[src/rtl/div_seq_pkg.sv]
// Shared definitions for the sequential restoring divider.
package div_seq_pkg;

    typedef enum logic [1:0] {
        IDLE = 2'd0,
        RUN  = 2'd1,
        DONE = 2'd2
    } state_e;

    // Iteration counter width for a given operand width.
    function automatic int cnt_width(input int w);
        return $clog2(w) + 1;
    endfunction

    localparam int DEF_WIDTH = 16;
    localparam int CNT_W     = cnt_width(DEF_WIDTH);

endpackage

[src/rtl/div_seq_sub_rca.sv]
// Ripple-borrow subtractor: d = a + ~b + 1, built as 4-bit ripple stages
// followed by a single top bit. bout=1 means a < b (unsigned).
module sub_rca #(
    parameter int WIDTH = 17
) (
    input  logic [WIDTH-1:0] a_i,
    input  logic [WIDTH-1:0] b_i,
    output logic [WIDTH-1:0] d_o,
    output logic             bout_o
);
    localparam int NSTG = (WIDTH - 1) / 4;

    // c[g] is the carry into 4-bit stage g; c[NSTG] feeds the top bit.
    logic [NSTG:0] c;
    assign c[0] = 1'b1;

    for (genvar g = 0; g < NSTG; g++) begin : g_stage
        logic [4:0] cc;
        logic [3:0] nb;
        assign cc[0] = c[g];
        for (genvar b = 0; b < 4; b++) begin : g_bit
            assign nb[b]         = ~b_i[4*g+b];
            assign d_o[4*g+b]    = a_i[4*g+b] ^ nb[b] ^ cc[b];
            assign cc[b+1]       = (a_i[4*g+b] & nb[b]) | (a_i[4*g+b] & cc[b]) | (nb[b] & cc[b]);
        end
        assign c[g+1] = cc[4];
    end

    logic nb_top;
    logic cout;
    assign nb_top         = ~b_i[WIDTH-1];
    assign d_o[WIDTH-1]   = a_i[WIDTH-1] ^ nb_top ^ c[NSTG];
    assign cout           = (a_i[WIDTH-1] & nb_top) | (a_i[WIDTH-1] & c[NSTG]) | (nb_top & c[NSTG]);
    // No carry out of a + ~b + 1 means the subtraction borrowed.
    assign bout_o         = ~cout;

endmodule

[src/rtl/div_seq.sv]
// Sequential unsigned restoring divider, one quotient bit per clock.
module div_seq
    import div_seq_pkg::*;
#(
    parameter int WIDTH = 16
) (
    input  logic             clk_i,
    input  logic             rst_n_i,
    input  logic             start_i,
    input  logic [WIDTH-1:0] dividend_i,
    input  logic [WIDTH-1:0] divisor_i,
    output logic             busy_o,
    output logic             done_o,
    output logic [WIDTH-1:0] quotient_o,
    output logic [WIDTH-1:0] remainder_o,
    output logic             div_by_zero_o
);
    localparam int CW = cnt_width(WIDTH);
    localparam logic [CW-1:0] LAST = CW'(WIDTH - 1);

    state_e           state_q;
    logic [WIDTH-1:0] q_q, divisor_q, quotient_q, remainder_q;
    logic [WIDTH-1:0] r_q;
    logic [CW-1:0]    cnt_q;
    logic             busy_q, done_q, dbz_q;

    logic [WIDTH:0]   t, diff;
    logic             bout_w, borrow;
    logic [WIDTH-1:0] q_d, r_d;
    logic             accept;

    // Partial remainder shifted left with the next dividend bit; R's guard
    // bit is always zero after an iteration, so only WIDTH bits are kept.
    assign t = {r_q, q_q[WIDTH-1]};

    sub_rca #(.WIDTH(WIDTH + 1)) u_sub (
        .a_i    (t),
        .b_i    ({1'b0, divisor_q}),
        .d_o    (diff),
        .bout_o (bout_w)
    );

    // The top difference bit and the chain's borrow agree; either marks T < divisor.
    assign borrow = bout_w | diff[WIDTH];
    assign r_d    = borrow ? t[WIDTH-1:0] : diff[WIDTH-1:0];
    assign q_d    = {q_q[WIDTH-2:0], ~borrow};

    // Start is honoured in IDLE and in a settled DONE cycle (busy low).
    assign accept = start_i && !busy_q && (state_q == IDLE || state_q == DONE);

    // Control FSM, counter and Q/R datapath registers.
    always_ff @(posedge clk_i) begin
        if (!rst_n_i) begin
            state_q     <= IDLE;
            q_q         <= '0;
            r_q         <= '0;
            divisor_q   <= '0;
            cnt_q       <= '0;
            busy_q      <= 1'b0;
            done_q      <= 1'b0;
            dbz_q       <= 1'b0;
            quotient_q  <= '0;
            remainder_q <= '0;
        end else if (accept) begin
            divisor_q <= divisor_i;
            q_q       <= dividend_i;
            r_q       <= '0;
            cnt_q     <= '0;
            busy_q    <= 1'b1;
            done_q    <= 1'b0;
            if (divisor_i == '0) begin
                // Result is known now; DONE holds busy for one cycle before strobing.
                dbz_q       <= 1'b1;
                quotient_q  <= '1;
                remainder_q <= dividend_i;
                state_q     <= DONE;
            end else begin
                dbz_q   <= 1'b0;
                state_q <= RUN;
            end
        end else begin
            unique case (state_q)
                IDLE: ;
                RUN: begin
                    q_q   <= q_d;
                    r_q   <= r_d;
                    cnt_q <= cnt_q + CW'(1);
                    if (cnt_q == LAST) begin
                        state_q     <= DONE;
                        busy_q      <= 1'b0;
                        done_q      <= 1'b1;
                        quotient_q  <= q_d;
                        remainder_q <= r_d;
                    end
                end
                DONE: begin
                    if (busy_q) begin
                        busy_q <= 1'b0;
                        done_q <= 1'b1;
                    end else begin
                        state_q <= IDLE;
                        done_q  <= 1'b0;
                    end
                end
                default: state_q <= IDLE;
            endcase
        end
    end

    assign busy_o        = busy_q;
    assign done_o        = done_q;
    assign quotient_o    = quotient_q;
    assign remainder_o   = remainder_q;
    assign div_by_zero_o = dbz_q;

endmodule

[config.mk]
export PLATFORM = sky130hd
export DESIGN_NAME = div_seq
export DESIGN_NICKNAME = d
export VERILOG_FILES = /design/src/rtl/div_seq_pkg.sv /design/src/rtl/div_seq_sub_rca.sv /design/src/rtl/div_seq.sv
export SDC_FILE = /design/constraint.sdc
export NUM_CORES = 1
export LEC_CHECK = 0
export ABC_AREA = 1
export CAP_MARGIN = 40
export CORE_MARGIN = 4
export CORE_UTILIZATION = 54
export DETAILED_ROUTE_END_ITERATION = 8
export MAX_ROUTING_LAYER = met4
export PLACE_DENSITY = 0.89
export REMOVE_ABC_BUFFERS = 1
export SLEW_MARGIN = 20
export SYNTH_ARGS = -nofsm -noshare
export SYNTH_HDL_FRONTEND = slang
export SYNTH_SLANG_ARGS = --single-unit
[constraint.sdc]
create_clock -name clk_i -period 7.7 [get_ports clk_i]
set_input_delay 1.54 -clock clk_i [delete_from_list [all_inputs] [get_ports clk_i]]
set_output_delay 1.54 -clock clk_i [all_outputs]
set_load 0.1 [all_outputs]
==> qor.csv, run 1 <==
stage,metric,value,unit
logic_synthesis,synthDistinctLibCells,29,
sta,tns,0,ns
logic_synthesis,ys_async_sr_fraction,0,%
clock_tree,numClockSinks,90,
sta,max_freq,0.134,GHz
worst_setup_path,worstRegToRegCells,24,
logic_synthesis,ys_ff_latch,90,
clock_tree,cts_setup_buffers,0,
pwr,vdd.ir_drop.worst,0.120,mV
pwr,power_leakage,0.00278,uW
sta,rsz0062_at_grt,false,
worst_setup_path,critPathMaxStageDelay,0.40,ns
logic_synthesis,synth_top_area_share,39.8,%
worst_setup_path,crit_arrival,7.70,ns
floorplanning,core_area,8180,sq um
floorplanning,fp.dieH,99.6,um
logic_synthesis,syn_area,4530,sq um
run_status,status,completed,
logic_synthesis,netlist.top_cell.by_area,dfxtp_1,
drt,drc,0,
drt,initialDrtViolationCount,267,
logic_synthesis,yosys_most_used_dff,dfxtp_1,
worst_setup_path,crit_chain,inv_1 -> ha_1 -> fa_1 -> fa_1 -> fa_1 -> fa_1 -> fa_1 -> fa_1 -> fa_1 -> fa_1 -> fa_1 -> fa_1 -> fa_1 -> fa_1 -> fa_1 -> fa_2 -> fa_2 -> inv_2 -> nand2_8 -> nand2_8 -> nand2_1 -> and2_0 -> o21ai_0 -> inv_1,
floorplanning,rows,33,
place,routabilityCongestion,0.867,
worst_setup_path,r2r-end,r_q[12],
sta,finalHoldViolations,0,
layout,final_nets,770,
sta,worstMarginPinSlew,0.743,ns
worst_setup_path,r2r_start,q_q[15],
worst_setup_path,cp.depth,24,
clock_tree,clkLatencyLatePin,0.37,ns
grt,grt_first_pass_wirelength,19600,um
clock_tree,clkTransAtPathRegs,0.09,ns
sta,slew_viol_final,0,
worst_setup_path,critPathMostFrequentCell,fa_1,
worst_setup_path,reg2reg_slack,0.25,ns
worst_setup_path,start_kind,flop,
clock_tree,cts_root_buf,clkbuf_8,
sta,skew,0.0134,ns
layout,finish.utilization,73.4,%
worst_setup_path,worstSetupPathType,reg2reg,
grt,grt-ovfl-total,0,
drt,vias_per_cell,5.31,
worst_setup_path,crit_family,adder cells,
logic_synthesis,syn_area_per_cell,7.16,sq um
worst_hold_path,hold_path_depth,2,
drt,wire_per_inst,14.4,um
sta,period_needed,7.45,ns
logic_synthesis,synth-edff-count,0,
worst_hold_path,min_from,div_by_zero_o,
sta,finalSetupViolations,0,
grt,grt_usage,25.4,%
worst_hold_path,hold_end,div_by_zero_o,
logic_synthesis,yosys-top-cells-area,"dfxtp_1 40%, nand2_1 13%, fa_1 6.6%, inv_1 6.3%, a21oi_1 6.1%",
logic_synthesis,synth.most_common_cell,nand2_1,
pwr,power_density,196,nW/um^2
worst_setup_path,crit_buf_inv,3,
floorplanning,die_w,99.6,um
layout,drive_above_1_share,10.4,%
logic_synthesis,netlist_instances,633,
pwr,p_total,1170,uW
layout,area_growth,32.5,%
clock_tree,cts_made_buffers,9,
worst_setup_path,end_kind,flop,
drt,routed_wl,12000,um
sta,finalCritPeriodShare,96.7,%
worst_hold_path,hold_class,reg2reg,
clock_tree,cts.htree.levels,3,
grt,antenna_found_initial,0,
run,maxCapViolCount,0,
drt,vias,4390,
worst_setup_path,slowest_stage,fa_1,
floorplanning,start_util,55.4,%
worst_setup_path,worstPathRequired,7.96,ns
logic_synthesis,yosysWarnings,0,
worst_setup_path,crit_fanout,19,
logic_synthesis,seq_area_frac_synth,39.8,%
clock_tree,tritoncts,yes,
layout,antenna_cells,0,
place,dp_hpwl,8310,um
clock_tree,clockBufferDepth,2,
drt,dr.pass1.iters,5,
sta,worst_hold_slack,0.478,ns
floorplanning,dieArea,9920,sq um
logic_synthesis,synth_common_cells,"157 x nand2_1, 90 x dfxtp_1, 76 x inv_1",
grt,grt_pass1_vias,4372,
grt,grt_start_max_net_pins,47,
drt,detail-route-antenna-nets,0,
sta,slew_headroom,50.3,%
place,io_buffers,69,
floorplanning,ios,70,
worst max path at each step:
stage,start,endpoint,slack [ns]
2_1_floorplan,q_q[15],r_q[15],0.60
3_3_place_gp,q_q[15],remainder_o[14],0.24
3_5_place_dp,q_q[15],remainder_o[14],0.09
4_1_cts,q_q[15],remainder_o[14],0.05
5_1_grt,q_q[15],r_q[2],0.01
6_report,q_q[15],r_q[12],0.25
layer usage:
metal	global-route usage [%]	vias to the layer above	share of wire, %
met5	-	-	0
met4	10.2	0	2.7
met3	4.84	31	6.1
met2	42.3	161	50
met1	30.2	2047	42
li1	-	2151	-
report_power, final:
part,switching [uW],internal (uW)
combinational,206,130
sequential,14.8,487
clock,175,161
total,396,778
cells by family after synthesis:
group | count (synthesis) | share of synthesized area (%)
DFF | 90 | 39.8
xor gates and xnor gates | 1 | 0.193
and+or+nand+nor | 314 | 30.6
buffers and inverters | 120 | 11.5
AOI/OAI and AO/OA | 90 | 10.5
adders and majority gates | 18 | 7.45
area by class of cell:
type                       instances  area [sq um]
tap                              105           131
clock buffer                      11           141
clock inverter                     5          62.6
fill                             613          2170
inverter                          83           312
sequential                        90          1800
multi-input combinational        424          2260
timing repair buffer             109          1300
cells in the final DEF (no fill, tap or decap), drive strengths merged:
cell,n
nand2,163
dfxtp,90
inv,82
clkdlybuf4s50,69
nor2,61
a21oi,55
nand3,55
buf,40
o21ai,18
a31oi,16
nand3b,16
and2,16
fa,15
clkbuf,11
nor3,3
ha,3
clkinv,3
clkinvlp,2
a31o,1
xor2,1
or2,1
bufinv,1
stage by stage:
step	std cells	setup WS [ns]	area (sq um)
CTS	825	0.0490	5940
finish	827	0.254	6000
global route	827	0.0147	6000
detailed placement	809	0.0869	5740
global placement	772	0.242	5160
floorplan	596	0.596	4320
repair_timing:
action                                 in CTS  in global routing
resized for setup                           0                  9
setup endpoints to repair                   0                 32
endpoints found under the hold margin       0                  0
hold buffers                                0                  0
sequential cells by signal, indices dropped and copies added, names as in the netlist:
register       cells
busy_o             1
cnt_q              5
div_by_zero_o      1
divisor_q         16
done_o             1
q_q               16
quotient_o        16
r_q               16
remainder_o       16
state_q            2
worst reg2reg max path, delay by kind of cell (launching register included):
kind                       cells  cell delay, ns
adders and majority gates     16            6.08
buffers and inverters          3            0.24
DFF                            1            0.34
AOI/OAI and AO/OA              1            0.17
and+or+nand+nor                4            0.50
(Power assumes the default switching activity.)
==> run 2, diff against run 1 <==
- CTS_CLUSTER_SIZE: default -> 20
- MAX_ROUTING_LAYER: met4 -> default
==> qor.csv, run 2 (same netlist as run 1, synthesis figures left out) <==
stage,metric,value,unit,change
clock_tree,clockBufferDepth,2,,unchanged
floorplanning,rows,33,,unchanged
sta,worstMarginPinSlew,0.749,ns,+0.00556 ns
worst_setup_path,end_kind,flop,,
worst_setup_path,crit_arrival,7.64,ns,-0.06 ns
worst_setup_path,slowest_stage,fa_1,,
worst_setup_path,worstSetupPathType,reg2reg,,
place,dp_slack,0.170,ns,+0.0834 ns
worst_hold_path,hold_class,reg2reg,,
sta,skew,0.00717,ns,-0.00627 ns
clock_tree,cts_setup_buffers,0,,unchanged
floorplanning,start_util,55.4,%,unchanged
sta,rsz0062_at_grt,false,,
clock_tree,cts_made_buffers,9,,unchanged
worst_setup_path,critPathMaxStageDelay,0.40,ns,about the same
grt,grt-ovfl-total,0,,unchanged
floorplanning,core_area,8180,sq um,unchanged
place,routabilityCongestion,0.839,,-3.2%
floorplanning,dieArea,9920,sq um,unchanged
layout,antenna_cells,0,,unchanged
drt,vias_per_cell,5.25,,-1.0%
layout,layout_commonest_cell,nand2_1,,
sta,slew_viol_final,0,,unchanged
run,maxCapViolCount,0,,unchanged
layout,mostFrequentLayoutCells,"157 x nand2_1, 90 x dfxtp_1, 75 x inv_1",,
drt,initialDrtViolationCount,216,,-19%
sta,finalCritPeriodShare,95.9,%,-0.78 points
sta,period_needed,7.39,ns,-0.0600 ns
drt,drc,0,,unchanged
clock_tree,tritoncts,yes,,
clock_tree,cts_root_buf,clkbuf_8,,
sta,max_freq,0.135,GHz,+0.81%
worst_setup_path,worstPathRequired,7.96,ns,about the same
sta,finalHoldViolations,0,,unchanged
clock_tree,clkLatencyLatePin,0.36,ns,about the same
grt,grt-busiest-layer,met2,,
sta,tns,0,ns,unchanged
grt,antenna_found_initial,0,,unchanged
layout,drive_above_1_share,10.2,%,-0.15 points
clock_tree,cts.htree.levels,3,,unchanged
drt,detail-route-antenna-nets,0,,unchanged
worst_setup_path,crit_chain,inv_1 -> ha_1 -> fa_1 -> fa_1 -> fa_1 -> fa_1 -> fa_1 -> fa_1 -> fa_1 -> fa_1 -> fa_1 -> fa_1 -> fa_1 -> fa_1 -> fa_1 -> fa_2 -> fa_2 -> inv_2 -> nand2_8 -> nand2_4 -> nand2_1 -> and2_1 -> o21ai_0 -> inv_1,,
floorplanning,fp.dieH,99.6,um,unchanged
sta,slew_headroom,49.9,%,-0.37 points
grt,grt_usage,23.8,%,-1.6 points
worst_setup_path,crit_fanout,19,,unchanged
place,io_buffers,69,,unchanged
worst_setup_path,crit_family,adder cells,,
drt,routed_wl,11500,um,-3.6%
pwr,power_leakage,0.00280,uW,+0.76%
sta,finalSetupViolations,0,,unchanged
clock_tree,clkTransAtPathRegs,0.09,ns,about the same
layout,fillers,633,,+3.3%
worst_setup_path,start_kind,flop,,
worst_setup_path,critPathMostFrequentCell,fa_1,,
layout,final_nets,771,,+0.13%
grt,use_met1,30.6,%,+0.35 points
grt,grt_first_pass_wirelength,19200,um,-2.0%
drt,wire_per_inst,13.9,um,-3.7%
pwr,p_total,1160,uW,-1.3%
grt,gr-usage-met3,4.07,%,-0.77 points
layout,area_growth,33.2,%,
pwr,vdd.ir_drop.worst,0.118,mV,-1.4%
run_status,status,completed,,
pwr,power_density,192,nW/um^2,-1.8%
floorplanning,die_w,99.6,um,unchanged
clock_tree,numClockSinks,90,,unchanged
place,dp_hpwl,7930,um,-4.6%
grt,grt_pass1_vias,4188,,-4.2%
grt,grt_start_max_net_pins,52,,+11%
grt,grt_use_met2,40.3,%,-2.0 points
drt,dr.pass1.iters,5,,unchanged
worst_setup_path,crit_buf_inv,3,,unchanged
sta,setup_ws,0.314,ns,+0.0600 ns
floorplanning,ios,70,,unchanged
drt,vias,4350,,-0.91%
## run 2: timing repair
action / CTS / global route
endpoints found under the setup margin: 0 / 32
hold buffers: 0 / 0
gates resized for setup: 0 / 7
## run 2: per-layer routing
metal / part of all wire [%] / up-vias / wire [um]
met3: 5.9 / 22 / 682
met4: 2.3 / 0 / 268
met1: 43 / 2029 / 4980
li1: - / 2157 / -
met2: 48 / 142 / 5580
met5: 0 / - / 0
## run 2: final cells by class
| type | instances | area (sq um) | area share [%] |
|---|---|---|---|
| clock buffer | 12 | 145 | 2.40 |
| clock inverter | 4 | 51.3 | 0.850 |
| inverter | 83 | 312 | 5.16 |
| multi-input combinational | 424 | 2250 | 37.3 |
| sequential | 90 | 1800 | 29.9 |
| tap | 105 | 131 | 2.18 |
| timing repair buffer | 110 | 1340 | 22.2 |
## run 2: worst paths after layout
check	start	endpoint	slack, ns	cells past startpoint
worst max-delay path	q_q[15]	r_q[5]	0.31	24
worst min-delay path	cnt_q[4]	cnt_q[4]	0.47	2
worst max register to register	q_q[15]	r_q[5]	0.31	24
worst min register to register	cnt_q[4]	cnt_q[4]	0.47	2
## run 2: worst reg2reg max path, delay by kind of cell, from the launching register on
family          cells  cell delay, ns
fa+ha+maj          16            6.05
simple gates        4            0.52
compound gates      1            0.15
flops               1            0.34
buf+inv             3            0.22
## run 2: power breakdown
| group | switching (uW) | internal, uW | total [uW] |
|---|---|---|---|
| sequential | 15.4 | 487 | 503 |
| combinational | 201 | 130 | 332 |
| clock | 166 | 159 | 325 |
| total | 382 | 777 | 1160 |
## run 2: metrics by stage
step	hold slack, ns	cells	cell area (sq um)	utilization, %
after floorplan	0.445	596	4320	-
after global placement	0.453	772	5160	63.2
after detailed placement	0.467	810	5770	70.6
after CTS	0.479	826	5970	73.0
after global routing	0.500	828	6040	73.8
final	0.474	828	6040	73.8
==> run 3, diff against run 2 <==
- CORE_ASPECT_RATIO: default -> 1.5
- PLACE_DENSITY: 0.89 -> 0.88
- SETUP_SLACK_MARGIN: default -> 0.02
==> qor.csv, run 3 (same netlist as run 1, synthesis figures left out) <==
stage,metric,value,unit,change
run_status,status,completed,,
sta,max_freq,0.134,GHz,-0.75%
sta,finalSetupViolations,0,,unchanged
sta,slew_viol_final,0,,unchanged
layout,antenna_cells,0,,unchanged
sta,rsz0062_at_grt,false,,
drt,drc,0,,unchanged
clock_tree,cts_made_buffers,9,,unchanged
drt,wire_per_inst,15.4,um,+11%
floorplanning,rows,40,,+21%
layout,area_growth,36.7,%,
sta,finalHoldViolations,0,,unchanged
layout,mostFrequentLayoutCells,"157 x nand2_1, 90 x dfxtp_1, 76 x inv_1",,
pwr,p_sw,409,uW,+6.9%
worst_setup_path,end_kind,flop,,
floorplanning,fp.dieH,120,um,+21%
pwr,sequentialPowerShare,35.6,%,-7.8 points
pwr,switching_share,28.9,%,-4.1 points
run,maxCapViolCount,0,,unchanged
sta,worstMarginPinSlew,0.860,ns,+0.112 ns
worst_setup_path,worstSetupPathType,reg2reg,,
pwr,p_total,1410,uW,+22%
place,routabilityCongestion,0.846,,+0.88%
pwr,p_int,1010,uW,+29%
clock_tree,cts_root_buf,clkbuf_16,,
layout,drive_above_1_share,11.1,%,+0.83 points
drt,detail-route-antenna-nets,0,,unchanged
clock_tree,numClockSinks,90,,unchanged
grt,grt_first_pass_wirelength,20900,um,+8.6%
layout,layout_commonest_cell,nand2_1,,
drt,vias,4494,,+3.3%
drt,dr.pass1.iters,5,,unchanged
pwr,p_clk_share,39.2,%,+11 points
drt,initialDrtViolationCount,363,,+68%
sta,tns,0,ns,unchanged
grt,antenna_found_initial,0,,unchanged
pwr,power_leakage,0.00288,uW,+2.6%
place,io_buffers,69,,unchanged
worst_setup_path,crit_fanout,9,,-10
sta,skew,0.00665,ns,-0.000520 ns
clock_tree,tritoncts,yes,,
worst_setup_path,worstPathRequired,7.94,ns,-0.02 ns
worst_setup_path,start_kind,flop,,
floorplanning,start_util,55.9,%,+0.46 points
sta,period_needed,7.44,ns,+0.0557 ns
grt,grt-ovfl-total,0,,unchanged
floorplanning,die_w,82.8,um,-17%
sta,slew_headroom,42.5,%,-7.5 points
place,dp_hpwl,8470,um,+6.8%
worst_hold_path,hold_class,reg2reg,,
clock_tree,clockBufferDepth,2,,unchanged
pwr,vdd.ir_drop.worst,0.156,mV,+32%
floorplanning,ios,70,,unchanged
place,dp.cells,808,,-0.25%
grt,grt_start_max_net_pins,50,,-3.8%
clock_tree,clkTransAtPathRegs,0.06,ns,-0.03 ns
grt,grt_pass1_vias,4461,,+6.5%
drt,vias_per_cell,5.43,,+3.3%
floorplanning,core_area,8110,sq um,-0.83%
clock_tree,cts.htree.levels,3,,unchanged
pwr,p_comb_share,25.2,%,-3.4 points
layout,final_nets,771,,unchanged
layout,fin_cells,828,,unchanged
grt,grt_usage,25.7,%,+1.9 points
drt,routed_wl,12800,um,+11%
worst_setup_path,crit_arrival,7.68,ns,+0.04 ns
pwr,power_density,228,nW/um^2,+19%
sta,finalCritPeriodShare,96.6,%,+0.72 points
clock_tree,clkLatencyLatePin,0.35,ns,about the same
floorplanning,dieArea,9950,sq um,+0.30%
==> run 3: cell type report <==
cell class / count / area (sq um)
clock buffers: 12 / 267
multi-input cells: 424 / 2260
repair buffers: 110 / 1310
flip-flops and latches: 90 / 1800
clock inverters: 4 / 120
well taps: 105 / 131
fillers: 555 / 1910
inverters: 83 / 312
==> run 3: power groups by stage <==
stage / logic [uW] / registers [uW] / clock network (uW)
after floorplan: 217 / 513 / 0
after global placement: 297 / 511 / 0
after detailed placement: 304 / 512 / 0
after CTS: 314 / 503 / 557
after global routing: 400 / 506 / 574
final: 356 / 504 / 555
==> run 3: worst max-delay path, stage by stage, from the launching register on <==
cell	delay, ns
dfxtp_1	0.33
inv_1	0.06
ha_1	0.20
fa_1	0.39
fa_1	0.39
fa_1	0.40
fa_1	0.41
fa_1	0.41
fa_1	0.40
fa_1	0.39
fa_1	0.39
fa_1	0.40
fa_2	0.36
fa_2	0.35
fa_1	0.39
fa_2	0.36
fa_2	0.36
fa_2	0.43
inv_1	0.11
nand2_4	0.13
nand2_8	0.13
nand2_1	0.07
nand3_1	0.09
nand2_1	0.14
a21oi_2	0.17
nor2_1	0.07
==> run 3: path summary, 6_finish.rpt <==
kind,cells after the start,endpoint,slack (ns),start
setup / recovery,25,remainder_o[7],0.26,q_q[15]
hold reg to reg,2,div_by_zero_o,0.47,div_by_zero_o
hold / removal,2,div_by_zero_o,0.47,div_by_zero_o
setup reg to reg,25,remainder_o[7],0.26,q_q[15]
==> run 3: repair_timing <==
item	4_1_cts	5_1_grt
setup buffers	0	3
gates resized for setup	0	9
hold buffers	0	0
endpoints found under the setup margin	0	33
==> run 3: per-stage QoR <==
| stage | worst slack, ns | util (%) | hold slack (ns) | area, sq um |
|---|---|---|---|---|
| 2_1_floorplan | 0.596 | - | 0.445 | 4320 |
| 3_3_place_gp | 0.306 | 63.6 | 0.452 | 5160 |
| 3_5_place_dp | 0.126 | 70.7 | 0.462 | 5730 |
| 4_1_cts | 0.0203 | 75.4 | 0.471 | 6120 |
| 5_1_grt | 0.0335 | 76.4 | 0.502 | 6200 |
| 6_report | 0.259 | 76.4 | 0.469 | 6200 |
==> run 3: per-layer routing <==
layer,up-vias,part of all wire (%),GRT usage (%)
met5,-,0,0
met4,0,3.3,12.4
met3,38,5.7,3.00
met2,189,54,48.6
met1,2109,37,28.2
li1,2158,-,-
